===== config.mk =====
export PLATFORM = sky130hd
export DESIGN_NAME = cla_seq_arbiter_flat
export DESIGN_NICKNAME = d
export VERILOG_FILES = /design/src/rtl/cla_seq_arbiter_if.sv /design/src/rtl/cla_seq_arbiter.sv /design/src/flat_wrapper.sv
export SDC_FILE = /design/constraint.sdc
export NUM_CORES = 1
export LEC_CHECK = 0
export BUFFER_PORTS_ARGS = -buffer_cell sky130_fd_sc_hd__buf_2
export CAP_MARGIN = 20
export CORE_MARGIN = 2
export CORE_UTILIZATION = 36
export DETAILED_ROUTE_END_ITERATION = 8
export HOLD_SLACK_MARGIN = 0.12
export PLACE_DENSITY_LB_ADDON = 0.3
export RECOVER_POWER = 25
export SLEW_MARGIN = 20
export SYNTH_ARGS = -nofsm -noshare
export SYNTH_HDL_FRONTEND = slang
export SYNTH_SLANG_ARGS = --single-unit
export TNS_END_PERCENT = 10

===== constraint.sdc =====
create_clock -name clk -period 8 [get_ports clk]
set_input_delay 0.4 -clock clk [delete_from_list [all_inputs] [get_ports clk]]
set_output_delay 0.4 -clock clk [all_outputs]
set_load 0.05 [all_outputs]

===== src/rtl/cla_seq_arbiter_if.sv =====
// Request/response bundle for cla_seq_arbiter: two add requesters and one shared result port.
// The master modport is the requester side; the slave modport is the arbiter side.
interface cla_seq_arbiter_if #(
    parameter int NIBBLES = 4
);
    localparam int W = 4 * NIBBLES;

    logic         req0_valid;
    logic [W-1:0] req0_a;
    logic [W-1:0] req0_b;
    logic         req0_cin;
    logic         req0_ready;

    logic         req1_valid;
    logic [W-1:0] req1_a;
    logic [W-1:0] req1_b;
    logic         req1_cin;
    logic         req1_ready;

    logic         rsp_valid;
    logic         rsp_id;
    logic [W-1:0] rsp_sum;
    logic         rsp_cout;
    logic         rsp_ovf;

    modport master (
        output req0_valid, req0_a, req0_b, req0_cin,
        output req1_valid, req1_a, req1_b, req1_cin,
        input  req0_ready, req1_ready,
        input  rsp_valid, rsp_id, rsp_sum, rsp_cout, rsp_ovf
    );

    modport slave (
        input  req0_valid, req0_a, req0_b, req0_cin,
        input  req1_valid, req1_a, req1_b, req1_cin,
        output req0_ready, req1_ready,
        output rsp_valid, rsp_id, rsp_sum, rsp_cout, rsp_ovf
    );
endinterface


===== src/rtl/cla_seq_arbiter.sv =====
// Two-requester round-robin adder that reuses one 4-bit carry-lookahead slice per nibble,
// producing one result every NIBBLES+2 cycles.
module cla_seq_arbiter #(
    parameter int NIBBLES = 4
) (
    input  logic               clk,
    input  logic               rst_n,
    cla_seq_arbiter_if.slave   bus,
    output logic               busy
);
    localparam int W  = 4 * NIBBLES;
    localparam int IW = (NIBBLES > 1) ? $clog2(NIBBLES) : 1;

    typedef enum logic [1:0] {
        IDLE = 2'd0,
        ADD  = 2'd1,
        DONE = 2'd2
    } state_t;

    state_t        r_state;
    state_t        w_state_next;
    logic [IW-1:0] r_idx;
    logic          r_carry;
    logic [W-1:0]  r_a;
    logic [W-1:0]  r_b;
    logic          r_id;
    logic          r_last;
    logic [W-1:0]  r_result;
    logic [W-1:0]  r_rsp_sum;
    logic          r_rsp_cout;
    logic          r_rsp_ovf;
    logic          r_rsp_id;

    logic          w_grant;
    logic          w_ready0;
    logic          w_ready1;
    logic          w_xfer;
    logic          w_last_nib;

    logic [3:0]    w_sa;
    logic [3:0]    w_sb;
    logic [3:0]    w_g;
    logic [3:0]    w_p;
    logic [4:0]    w_c;
    logic [3:0]    w_sum;
    logic [W-1:0]  w_result_next;

    // Shared carry-lookahead slice, fed by the nibble selected by r_idx.
    assign w_sa = r_a[4*r_idx +: 4];
    assign w_sb = r_b[4*r_idx +: 4];

    genvar gi;
    generate
        for (gi = 0; gi < 4; gi++) begin : g_gp
            assign w_g[gi]   = w_sa[gi] & w_sb[gi];
            assign w_p[gi]   = w_sa[gi] ^ w_sb[gi];
            assign w_sum[gi] = w_p[gi] ^ w_c[gi];
        end
    endgenerate

    assign w_c[0] = r_carry;
    assign w_c[1] = w_g[0] | (w_p[0] & w_c[0]);
    assign w_c[2] = w_g[1] | (w_p[1] & w_g[0]) | (w_p[1] & w_p[0] & w_c[0]);
    assign w_c[3] = w_g[2] | (w_p[2] & w_g[1]) | (w_p[2] & w_p[1] & w_g[0])
                  | (w_p[2] & w_p[1] & w_p[0] & w_c[0]);
    assign w_c[4] = w_g[3] | (w_p[3] & w_g[2]) | (w_p[3] & w_p[2] & w_g[1])
                  | (w_p[3] & w_p[2] & w_p[1] & w_g[0])
                  | (w_p[3] & w_p[2] & w_p[1] & w_p[0] & w_c[0]);

    always_comb begin
        w_result_next = r_result;
        w_result_next[4*r_idx +: 4] = w_sum;
    end

    assign w_last_nib = (r_idx == IW'(NIBBLES - 1));

    // Round robin: a lone requester always wins; on a tie the one not granted last wins.
    always_comb begin
        w_grant = 1'b0;
        if (bus.req0_valid && !bus.req1_valid) begin
            w_grant = 1'b0;
        end else if (!bus.req0_valid && bus.req1_valid) begin
            w_grant = 1'b1;
        end else if (bus.req0_valid && bus.req1_valid) begin
            w_grant = ~r_last;
        end
    end

    always_comb begin
        w_state_next = r_state;
        w_ready0     = 1'b0;
        w_ready1     = 1'b0;
        case (r_state)
            IDLE: begin
                w_ready0 = bus.req0_valid && (w_grant == 1'b0);
                w_ready1 = bus.req1_valid && (w_grant == 1'b1);
                if (w_ready0 || w_ready1) begin
                    w_state_next = ADD;
                end
            end
            ADD: begin
                if (w_last_nib) begin
                    w_state_next = DONE;
                end
            end
            DONE:    w_state_next = IDLE;
            default: w_state_next = IDLE;
        endcase
    end

    assign w_xfer = w_ready0 | w_ready1;

    always_ff @(posedge clk) begin
        if (!rst_n) begin
            r_state    <= IDLE;
            r_idx      <= '0;
            r_carry    <= 1'b0;
            r_a        <= '0;
            r_b        <= '0;
            r_id       <= 1'b0;
            r_last     <= 1'b1;
            r_result   <= '0;
            r_rsp_sum  <= '0;
            r_rsp_cout <= 1'b0;
            r_rsp_ovf  <= 1'b0;
            r_rsp_id   <= 1'b0;
        end else begin
            r_state <= w_state_next;
            case (r_state)
                IDLE: begin
                    if (w_xfer) begin
                        r_a     <= w_grant ? bus.req1_a   : bus.req0_a;
                        r_b     <= w_grant ? bus.req1_b   : bus.req0_b;
                        r_carry <= w_grant ? bus.req1_cin : bus.req0_cin;
                        r_id    <= w_grant;
                        r_last  <= w_grant;
                        r_idx   <= '0;
                    end
                end
                ADD: begin
                    r_result <= w_result_next;
                    r_carry  <= w_c[4];
                    if (w_last_nib) begin
                        // Publish on the way into DONE; held until the next completed add.
                        r_idx      <= '0;
                        r_rsp_sum  <= w_result_next;
                        r_rsp_cout <= w_c[4];
                        r_rsp_ovf  <= w_c[3] ^ w_c[4];
                        r_rsp_id   <= r_id;
                    end else begin
                        r_idx <= r_idx + 1'b1;
                    end
                end
                default: ;
            endcase
        end
    end

    assign bus.req0_ready = w_ready0;
    assign bus.req1_ready = w_ready1;
    assign bus.rsp_valid  = (r_state == DONE);
    assign bus.rsp_id     = r_rsp_id;
    assign bus.rsp_sum    = r_rsp_sum;
    assign bus.rsp_cout   = r_rsp_cout;
    assign bus.rsp_ovf    = r_rsp_ovf;
    assign busy           = (r_state != IDLE);

endmodule

===== src/flat_wrapper.sv =====
// flat-port wrapper written by rule: the top's interface ports become plain ports
module cla_seq_arbiter_flat 
#(
    parameter int NIBBLES = 4
)
  (clk, rst_n, busy, bus_req0_valid, bus_req0_a, bus_req0_b, bus_req0_cin, bus_req1_valid, bus_req1_a, bus_req1_b, bus_req1_cin, bus_req0_ready, bus_req1_ready, bus_rsp_valid, bus_rsp_id, bus_rsp_sum, bus_rsp_cout, bus_rsp_ovf);
  cla_seq_arbiter_if #(.NIBBLES(NIBBLES)) bus_i ();
  input  logic clk;
  input  logic rst_n;
  output logic busy;
  input wire logic [$bits(bus_i.req0_valid)-1:0] bus_req0_valid;
  input wire logic [$bits(bus_i.req0_a)-1:0] bus_req0_a;
  input wire logic [$bits(bus_i.req0_b)-1:0] bus_req0_b;
  input wire logic [$bits(bus_i.req0_cin)-1:0] bus_req0_cin;
  input wire logic [$bits(bus_i.req1_valid)-1:0] bus_req1_valid;
  input wire logic [$bits(bus_i.req1_a)-1:0] bus_req1_a;
  input wire logic [$bits(bus_i.req1_b)-1:0] bus_req1_b;
  input wire logic [$bits(bus_i.req1_cin)-1:0] bus_req1_cin;
  output wire logic [$bits(bus_i.req0_ready)-1:0] bus_req0_ready;
  output wire logic [$bits(bus_i.req1_ready)-1:0] bus_req1_ready;
  output wire logic [$bits(bus_i.rsp_valid)-1:0] bus_rsp_valid;
  output wire logic [$bits(bus_i.rsp_id)-1:0] bus_rsp_id;
  output wire logic [$bits(bus_i.rsp_sum)-1:0] bus_rsp_sum;
  output wire logic [$bits(bus_i.rsp_cout)-1:0] bus_rsp_cout;
  output wire logic [$bits(bus_i.rsp_ovf)-1:0] bus_rsp_ovf;
  assign bus_i.req0_valid = bus_req0_valid;
  assign bus_i.req0_a = bus_req0_a;
  assign bus_i.req0_b = bus_req0_b;
  assign bus_i.req0_cin = bus_req0_cin;
  assign bus_i.req1_valid = bus_req1_valid;
  assign bus_i.req1_a = bus_req1_a;
  assign bus_i.req1_b = bus_req1_b;
  assign bus_i.req1_cin = bus_req1_cin;
  assign bus_req0_ready = bus_i.req0_ready;
  assign bus_req1_ready = bus_i.req1_ready;
  assign bus_rsp_valid = bus_i.rsp_valid;
  assign bus_rsp_id = bus_i.rsp_id;
  assign bus_rsp_sum = bus_i.rsp_sum;
  assign bus_rsp_cout = bus_i.rsp_cout;
  assign bus_rsp_ovf = bus_i.rsp_ovf;
  cla_seq_arbiter #(.NIBBLES(NIBBLES)) u_core (.clk(clk), .rst_n(rst_n), .bus(bus_i), .busy(busy));
endmodule

=== Word level (Yosys, flattened, before mapping) ===
Cells that the tools add are included.
W data, S select, Z words.

* Bits of input ports: 70
* Output and inout bits: 23
* Register bits: 74
* Word-level logic and storage cells: 98

* Bitwise logic cells: 42
* Muxes and demuxes: 17
* Equal/unequal tests: 6
* Shifts and indexed selects: 4
* Reductions and logical operators: 15
* Add/sub/neg operators: 2

{| class="wikitable"
|+ Operator list
! operator !! count
|-
| $neg A4 Y34 || 1
|-
| $shift A4 B34 Y16 const A || 1
|-
| $shiftx A4 B34 Y16 || 1
|-
| $mux W16 || 2
|-
| $shiftx A16 B5 Y4 || 2
|-
| $and A1 B1 Y1 || 20
|-
| $bwmux W16 || 1
|-
| $or A1 B1 Y1 || 11
|-
| $xor A1 B1 Y1 || 9
|-
| $mux W2 || 4
|-
| $pmux W2 S2 || 2
|-
| $reduce_and A2 Y1 || 4
|-
| $mux W1 || 7
|-
| $ne A2 B1 Y1 const B || 3
|-
| $logic_and A1 B1 Y1 || 5
|-
| $eq A2 B2 Y1 const B || 2
|-
| $reduce_bool A2 Y1 || 2
|-
| $add A2 B1 Y2 const B || 1
|-
| $eq A2 B1 Y1 const B || 1
|-
| $logic_not A1 Y1 || 2
|-
| $logic_not A2 Y1 || 1
|-
| $not A1 Y1 || 2
|-
| $pmux W1 S2 || 1
|-
| $logic_or A1 B1 Y1 || 1
|}

=== Longest topological paths before layout ===
Gate-level depths: netlist of run 1.

* Depth after elaboration: 10
* Depth in mapped cells: 7
* Mapped depth without buffers: 6

=== Worst setup path before layout of run 1 ===
No wires, ideal clock.

* Path kind: reg2reg
* Start: reg u_core.r_idx[0]
* End: reg u_core.r_carry
* Setup time: 133 ps
* Path buffers: 1
* Arrival time: 2,494 ps
* Required time: 7,867 ps
* Setup slack: 5,373 ps
* Stages on the path, launching flop included: 8
* Clock period less this slack: 2,627 ps
* Cell sequence: dfxtp_1 > buf_4 > mux4_2 > ha_1 > a211o_1 > a31o_2 > a21oi_1 > o221ai_1

* Longest elaborated chain between the ends: 8
* Elaborated cells on any way between the ends: 22
* Classes of those cells: shift: 2; mux: 1; bitwise: 19

{| class="wikitable"
|+ Ends and longest elaborated chain
! element !! line !! source
|-
| from (decl) || cla_seq_arbiter.sv:22 || <nowiki>logic [IW-1:0] r_idx;</nowiki>
|-
| from (signal assigned) || cla_seq_arbiter.sv:151 || <nowiki>r_idx <= r_idx + 1'b1;</nowiki>
|-
| $shiftx A16 B5 Y4, on equally long branches || cla_seq_arbiter.sv:49, cla_seq_arbiter.sv:50 ||
|-
| $xor A1 B1 Y1 / $and A1 B1 Y1 (equally long branches) || cla_seq_arbiter.sv:56, cla_seq_arbiter.sv:55 ||
|-
| $and A1 B1 Y1, on equally long branches || cla_seq_arbiter.sv:66, cla_seq_arbiter.sv:67, cla_seq_arbiter.sv:68 ||
|-
| $or A1 B1 Y1 (tied with other cells) (2 in series) || cla_seq_arbiter.sv:66 || <nowiki>assign w_c[4] = w_g[3] | (w_p[3] & w_g[2]) | (w_p[3] & w_p[2] & w_g[1])</nowiki>
|-
| $or A1 B1 Y1 / $and A1 B1 Y1 (equally long branches) || cla_seq_arbiter.sv:67, cla_seq_arbiter.sv:68 ||
|-
| $or A1 B1 Y1 * || cla_seq_arbiter.sv:68 || <nowiki>| (w_p[3] & w_p[2] & w_p[1] & w_p[0] & w_c[0]);</nowiki>
|-
| $pmux W1 S2 * || cla_seq_arbiter.sv:129 || <nowiki>case (r_state)</nowiki>
|-
| to (signal assigned) || cla_seq_arbiter.sv:134 || <nowiki>r_carry <= w_grant ? bus.req1_cin : bus.req0_cin;</nowiki>
|-
| to (signal assigned) || cla_seq_arbiter.sv:142 || <nowiki>r_carry <= w_c[4];</nowiki>
|-
| to (decl) || cla_seq_arbiter.sv:23 || <nowiki>logic r_carry;</nowiki>
|}

Every way passes the cells marked *; elsewhere a longest branch is shown, timed or not.
A chain may end at the register's enable or synchronous reset.

=== Worst setup path after layout of run 1 ===
* Start: reg u_core.r_last
* End: out bus_req1_ready

* Longest elaborated chain between the ends: 6

{| class="wikitable"
|+ Ends and longest elaborated chain
! element !! line !! source
|-
| from (decl) || cla_seq_arbiter.sv:27 || <nowiki>logic r_last;</nowiki>
|-
| from (signal assigned) || cla_seq_arbiter.sv:136 || <nowiki>r_last <= w_grant;</nowiki>
|-
| $not A1 Y1 || cla_seq_arbiter.sv:85 || <nowiki>w_grant = ~r_last;</nowiki>
|-
| $mux W1 || cla_seq_arbiter.sv:84 || <nowiki>end else if (bus.req0_valid && bus.req1_valid) begin</nowiki>
|-
| $mux W1 || cla_seq_arbiter.sv:82 || <nowiki>end else if (!bus.req0_valid && bus.req1_valid) begin</nowiki>
|-
| $mux W1 || cla_seq_arbiter.sv:80 || <nowiki>if (bus.req0_valid && !bus.req1_valid) begin</nowiki>
|-
| $logic_and A1 B1 Y1 || cla_seq_arbiter.sv:96 || <nowiki>w_ready1 = bus.req1_valid && (w_grant == 1'b1);</nowiki>
|-
| $mux W1 || cla_seq_arbiter.sv:93 || <nowiki>case (r_state)</nowiki>
|-
| to (decl) || flat_wrapper.sv:20 || <nowiki>output wire logic [$bits(bus_i.req1_ready)-1:0] bus_req1_ready;</nowiki>
|}

No other way between the ends.

==> results_dict.tcl, run 1 <==
set metrics [dict create \
    async_reset_ff_share_pct 0 \
    cts-resized-gates 0 \
    ys_seq_area_share_pct 39.2 \
    cp-startpoint "u_core.r_last" \
    seq_power_share_pct 43.0 \
    dr.pass1.iters 4 \
    grt_pass1_vias 2916 \
    worstSetupEndpointType "output pin" \
    critPathLaunchType "flop" \
    avgSynthCellArea_sq_um 10.1 \
    p_leak_nw 1.79 \
    arrival_ns 3.02 \
    initial_core_util_pct 36.8 \
    critPathKind "flop to output pin" \
    cp_max_fo 35 \
    intPower_uw 683 \
    syn_to_final_growth_pct 18.0 \
    synth-xor-area-share_pct 0.959 \
    fillers 1055 \
    grt_max_degree 67 \
    grt_first_pass_wirelength_um 14200 \
    post-route-cell-area_sq_um 4460 \
    switching_share_pct 28.2 \
    r2r_start "u_core.r_last" \
    insertion_delay_ns 0.35 \
    crit_required_ns 7.60 \
    cts-root-buf "clkbuf_8" \
    core_sq_um 10300 \
    synth.distinct_cells 52 \
    syn_area_sq_um 3780 \
    cts_buffer_depth 2 \
    synth_top_area_share_pct 39.2 \
    synth-seq-cells 74 \
    grt.met3_usage_pct 2.94 \
    synth_most_common_cell "dfxtp_1" \
    slowest_stage "clkbuf_1" \
    maxCapViolCount 1 \
    power.density_nw_per_um2 213 \
    synth_compound_gate_area_share_pct 22.7 \
    clkTransAtPathRegs_ns 0.08 \
    dieArea_sq_um 11300 \
    grt_antenna_before_repair 0 \
    hold_start "bus_req1_valid" \
    hp-class "input port to flop" \
    gr-total-overflow 0 \
    p_total_uw 952 \
    clockPowerShare_pct 36.2 \
    dp_slack_ns 5.40 \
    ant_nets 0 \
    cts_max_level 3 \
    dp_hpwl_um 6090 \
    finalWorstSetupSlack_ns 4.58 \
    switchingPower_uw 269 \
    die_y_um 107 \
    maxSlewHeadroom_pct -50.2 \
    cts.sinks 74 \
    fin_hold_ws_ns 0.356 \
    rsz0062_at_grt "false" \
    worstPathCellList "a21boi_4 > clkbuf_1 > and2_1 > buf_2" \
    num_vias 3000 \
    io_buffers 92 \
    synth_edf_count 0 \
    clock_skew_ns 0.0103 \
    yosysWarnings 0 \
    power_frac_comb_pct 20.8 \
    fin_crit_sh_pct 42.7 \
    cts_setup_buffers 0 \
    gp_congestion 0.824 \
    period_needed_ns 3.42 \
    grtUsageTotal_pct 15.7 \
    synthMuxAreaShare_pct 13.8 \
    cpPeakStageDelay_ns 1.61 \
    max_freq_ghz 0.293 \
    ys.flop_type "dfxtp_1" \
    synthTopCellsByCount "74 x dfxtp_1, 55 x nor2_1, 34 x mux2i_1" \
    violations "capacitance limit, slew limit" \
    netlist_top_cells_area "dfxtp_1 39%, a211oi_2 9.6%, mux2i_1 9.0%" \
    numCtsBuffers 9 \
    drive_gt1_share_pct 29.6 \
    cts_tree "done" \
    grt.busiest_layer "met2" \
    fin_nets 537 \
    die_w_um 107 \
    hold_buffers 0 \
    irDropWorstVdd_v 0.000106 \
    finalMaxSlewViolations 36 \
    synth_area_leader_cell "dfxtp_1" \
    grtUsageMet1_pct 21.7 \
    setup-tns-final_ns 0 \
    regArea_sq_um 1480 \
    antenna_cells 0 \
    finalSetupViolCount 0 \
    synth.net_count 457 \
    placed_cell_area_sq_um 4270 \
    wl_um 8630 \
    met2_usage_pct 24.3 \
    synth_top_family_by_area "compound AO/OA/AOI/OAI gates" \
    synth_fa_ha_area_share_pct 4.17 \
    avgRoutedWirePerCell_um 14.5 \
    hold_violations 0 \
    rows 37 \
    drtIter0Drc 122 \
    syn_inst 375 \
    route.detailed.drc 0 \
    multiInputGateArea_sq_um 2090 \
    synth_simple_gate_area_share_pct 13.6 \
    worst_slew_pin_slew_ns 2.25 \
    status "finished with violations" \
    avgViaCountPerCell 5.03 \
    ios 93 \
]
[routing by layer]
metal	share of wire, %	vias up
li1	-	1541
met1	49	1368
met2	45	82
met3	4.9	9
met4	1.2	0
met5	0	-
[cell type report]
type	instances	share of cell area, %
timing repair buffer	96	10.3
inverter	8	0.673
multi-input combinational	266	46.8
clock inverter	6	2.36
sequential	74	33.2
tap	136	3.81
clock buffer	10	2.86
[cell usage in the layout, fill, tap and decap left out, types with 5 or more instances in the layout]
cell	count
clkbuf_1	23
mux2i_1	34
nand3_1	9
a211oi_2	29
a21oi_1	16
a22oi_1	8
nand2_1	18
inv_1	5
a211oi_1	15
nor2_1	56
dfxtp_1	74
o21ai_0	5
and3_1	5
buf_2	71
mux4_2	8
clkbuf_8	9
ha_1	11
o21ai_1	10
[final timing paths]
kind	endpoint	slack, ns	cells past startpoint
worst min-delay path	u_core.r_last	0.36	3
worst max register to register	u_core.r_b[2]	5.12	4
worst min register to register	u_core.bus.rsp_id	0.45	2
worst max-delay path	bus_req1_ready	4.58	4
[sequential cells by signal, indices dropped and copies added, names as in the netlist]
name / cells
u_core.r_idx: 2
u_core.r_a: 16
u_core.r_state: 2
u_core.r_id: 1
u_core.bus.rsp_cout: 1
u_core.r_b: 16
u_core.bus.rsp_id: 1
u_core.r_carry: 1
u_core.r_result: 16
u_core.r_last: 1
u_core.bus.rsp_ovf: 1
u_core.bus.rsp_sum: 16
[through the flow]
step	std cells	utilization (%)
after global routing	596	43.4
after floorplan	375	-
after detailed placement	580	41.5
after CTS	596	43.8
final	596	43.4
after global placement	580	41.5
[cells by family (layout without fill, tap and decap cells)]
logic type,count (synthesis),count (layout)
flip-flops,74,74
multiplexers,42,42
AND/OR/NAND/NOR,106,106
AO/OA/AOI/OAI,104,104
buffers and inverters,35,120
adder cells (fa/ha/maj),12,12
XOR/XNOR,2,2
[power groups by stage]
stage	logic [mW]	registers [mW]	clock network [mW]
finish	0.198	0.410	0.345
global route	0.219	0.413	0.366
CTS	0.199	0.410	0.349
detailed placement	0.198	0.419	0
global placement	0.193	0.418	0
floorplan	0.155	0.413	0
[critical path, delay by kind of cell (launching register included)]
kind,cells,cell delay [ns]
compound gates,1,0.12
simple gates,1,0.31
flops,1,0.35
buf+inv,2,1.88
Note: power is estimated with default switching activity, not from simulation.
==> run 2, diff against run 1 <==
ABC_AREA = 1   (was default)
clock period = 3.35 ns   (was 8 ns; I/O delays follow)
==> run 2 against run 1 <==
The flow now finishes without violations. Routed wire length grew 15%. Non-clock buffer count rose by 63. Worst setup slack worse by 3.8 ns. Register-to-register slack got worse by 4.4 ns. Final cell count is 34% higher.
==> results_dict.tcl, run 2 <==
set metrics [dict create \
    grt_max_degree 66 \
    io_buffers 92 \
    ys_seq_area_share_pct 39.7 \
    ant_nets 0 \
    maxSlewHeadroom_pct 4.62 \
    max_freq_ghz 0.387 \
    initial_core_util_pct 36.6 \
    synth_most_common_cell "nand2_1" \
    avgSynthCellArea_sq_um 7.16 \
    yosysWarnings 0 \
    grt_first_pass_wirelength_um 16700 \
    cts.sinks 74 \
    worstSetupEndpointType "flop" \
    route.detailed.drc 0 \
    cts_buffer_depth 2 \
    hold_violations 0 \
    numCtsBuffers 9 \
    synth.distinct_cells 30 \
    synth-seq-cells 74 \
    irDropWorstVdd_v 0.000204 \
    die_y_um 106 \
    ios 93 \
    arrival_ns 2.82 \
    crit_required_ns 3.59 \
    syn_area_sq_um 3730 \
    core_sq_um 10200 \
    final_cell_mix "105 x nand2_1, 74 x dfxtp_1, 72 x buf_2, 64 x inv_1, 64 x dlygate4sd3_1" \
    async_reset_ff_share_pct 0 \
    power.density_nw_per_um2 465 \
    grt_pass1_vias 3722 \
    maxCapViolCount 0 \
    setup-tns-final_ns 0 \
    critPathKind "flop to flop" \
    clock_skew_ns 0.0102 \
    finalMaxSlewViolations 0 \
    antenna_cells 0 \
    r2r_start "u_core.r_idx[0]" \
    met2_usage_pct 32.2 \
    fin_crit_sh_pct 77.1 \
    syn_inst 521 \
    dr.pass1.iters 4 \
    syn_to_final_growth_pct 35.0 \
    grt.busiest_layer "met2" \
    synth_area_leader_cell "dfxtp_1" \
    critPathLaunchType "flop" \
    dieArea_sq_um 11200 \
    final_common_cell "nand2_1" \
    gr-total-overflow 0 \
    wl_um 9910 \
    finalSetupViolCount 0 \
    fillers 1031 \
    gp_congestion 0.918 \
    grt.met3_usage_pct 3.77 \
    cp-startpoint "u_core.r_idx[0]" \
    grtUsageTotal_pct 18.3 \
    p_total_mw 2.34 \
    finalWorstSetupSlack_ns 0.768 \
    synth_edf_count 0 \
    worst_slew_pin_slew_ns 1.43 \
    p_leak_nw 2.45 \
    num_vias 3858 \
    synth_top_area_share_pct 39.7 \
    avgViaCountPerCell 4.82 \
    period_needed_ns 2.58 \
    grtUsageMet1_pct 21.9 \
    rsz0062_at_grt "false" \
    status "finished clean" \
    insertion_delay_ns 0.35 \
    dp_slack_ns 0.848 \
    ys.flop_type "dfxtp_1" \
    fin_hold_ws_ns 0.182 \
    cp_max_fo 22 \
    synthTopCellsByCount "104 x nand2_1, 74 x dfxtp_1, 64 x inv_1" \
    dp_hpwl_um 6580 \
    hp-class "input port to flop" \
    cts_tree "done" \
    clkTransAtPathRegs_ns 0.07 \
    cts_max_level 3 \
    cts-root-buf "clkbuf_8" \
    drive_gt1_share_pct 14.8 \
    die_w_um 106 \
    drtIter0Drc 123 \
    grt_antenna_before_repair 0 \
    utilization_pct 49.4 \
    hold_start "bus_req0_valid" \
    synth.net_count 603 \
    fin_nets 741 \
    rows 37 \
    netlist_top_cells_area "dfxtp_1 40%, nand2_1 10%, o21ai_0 7.9%" \
    avgRoutedWirePerCell_um 12.4 \
]
-- run 2: cell count changes after synthesis, sizes merged, moves of 20 or more --
| cell | before | now |
|---|---|---|
| a211oi | 44 | 0 |
| mux2i | 34 | 0 |
| nor2 | 56 | 36 |
| nand2 | 18 | 106 |
| inv | 8 | 69 |
| a31oi | 1 | 32 |
| o21ai | 15 | 75 |
-- run 2: layout make-up --
| type | instances | area, sq um | area share [%] |
|---|---|---|---|
| repair buffers | 159 | 1090 | 21.7 |
| multi-input cells | 346 | 1800 | 35.7 |
| flip-flops and latches | 74 | 1480 | 29.4 |
| well taps | 136 | 170 | 3.38 |
| clock buffers | 12 | 155 | 3.08 |
| clock inverters | 4 | 73.8 | 1.47 |
| inverters | 69 | 264 | 5.24 |
-- run 2: timing repair --
| item | CTS | global route |
|---|---|---|
| buffers inserted | 0 | 0 |
| hold endpoints to repair | 32 | 0 |
| gates resized for setup | 0 | 0 |
| hold buffers | 64 | 0 |
-- run 2: worst paths after layout --
kind | to | slack, ns | cells past startpoint
worst min-delay path | u_core.r_id | 0.18 | 4
worst min register to register | u_core.bus.rsp_id | 0.47 | 2
worst max-delay path | u_core.r_result[3] | 0.77 | 14
worst max register to register | u_core.r_result[3] | 0.77 | 14
-- run 2: metrics by stage --
stage / cells / cell area [sq um]
after floorplan: 521 / 3730
after global placement: 720 / 4200
after detailed placement: 720 / 4200
after CTS: 800 / 5070
after global routing: 800 / 5040
final: 800 / 5040
-- run 2: report_power, final --
group	internal [mW]	total, mW	switching, mW
registers	0.948	0.986	0.0375
logic	0.245	0.574	0.330
clock network	0.460	0.780	0.319
-- run 2: cells by family after synthesis --
group | count (synthesis) | share of synthesized area (%)
AND/OR/NAND/NOR | 169 | 18.6
flip-flops | 74 | 39.7
buffers and inverters | 101 | 11.9
XOR/XNOR | 1 | 0.235
AO/OA/AOI/OAI | 164 | 25.3
adder cells (fa/ha/maj) | 12 | 4.23
-- run 2: layer usage --
metal  part of all wire [%]  vias to the layer above
met1                     45                     1748
li1                       -                     2008
met2                     50                       87
met5                      0                        -
met3                    3.9                       15
met4                    1.5                        0
-- run 2: worst max-delay path, cell delays in order, from the launching register on --
cell	delay [ns]
dfxtp_1	0.31
inv_1	0.47
o21ai_0	0.16
o22ai_1	0.33
ha_1	0.32
nand2_1	0.08
nand2_1	0.05
nand2_1	0.08
nand2_1	0.10
nand2_1	0.08
nand2_1	0.10
nand2_1	0.07
o21ai_0	0.09
o21ai_0	0.17
inv_1	0.07
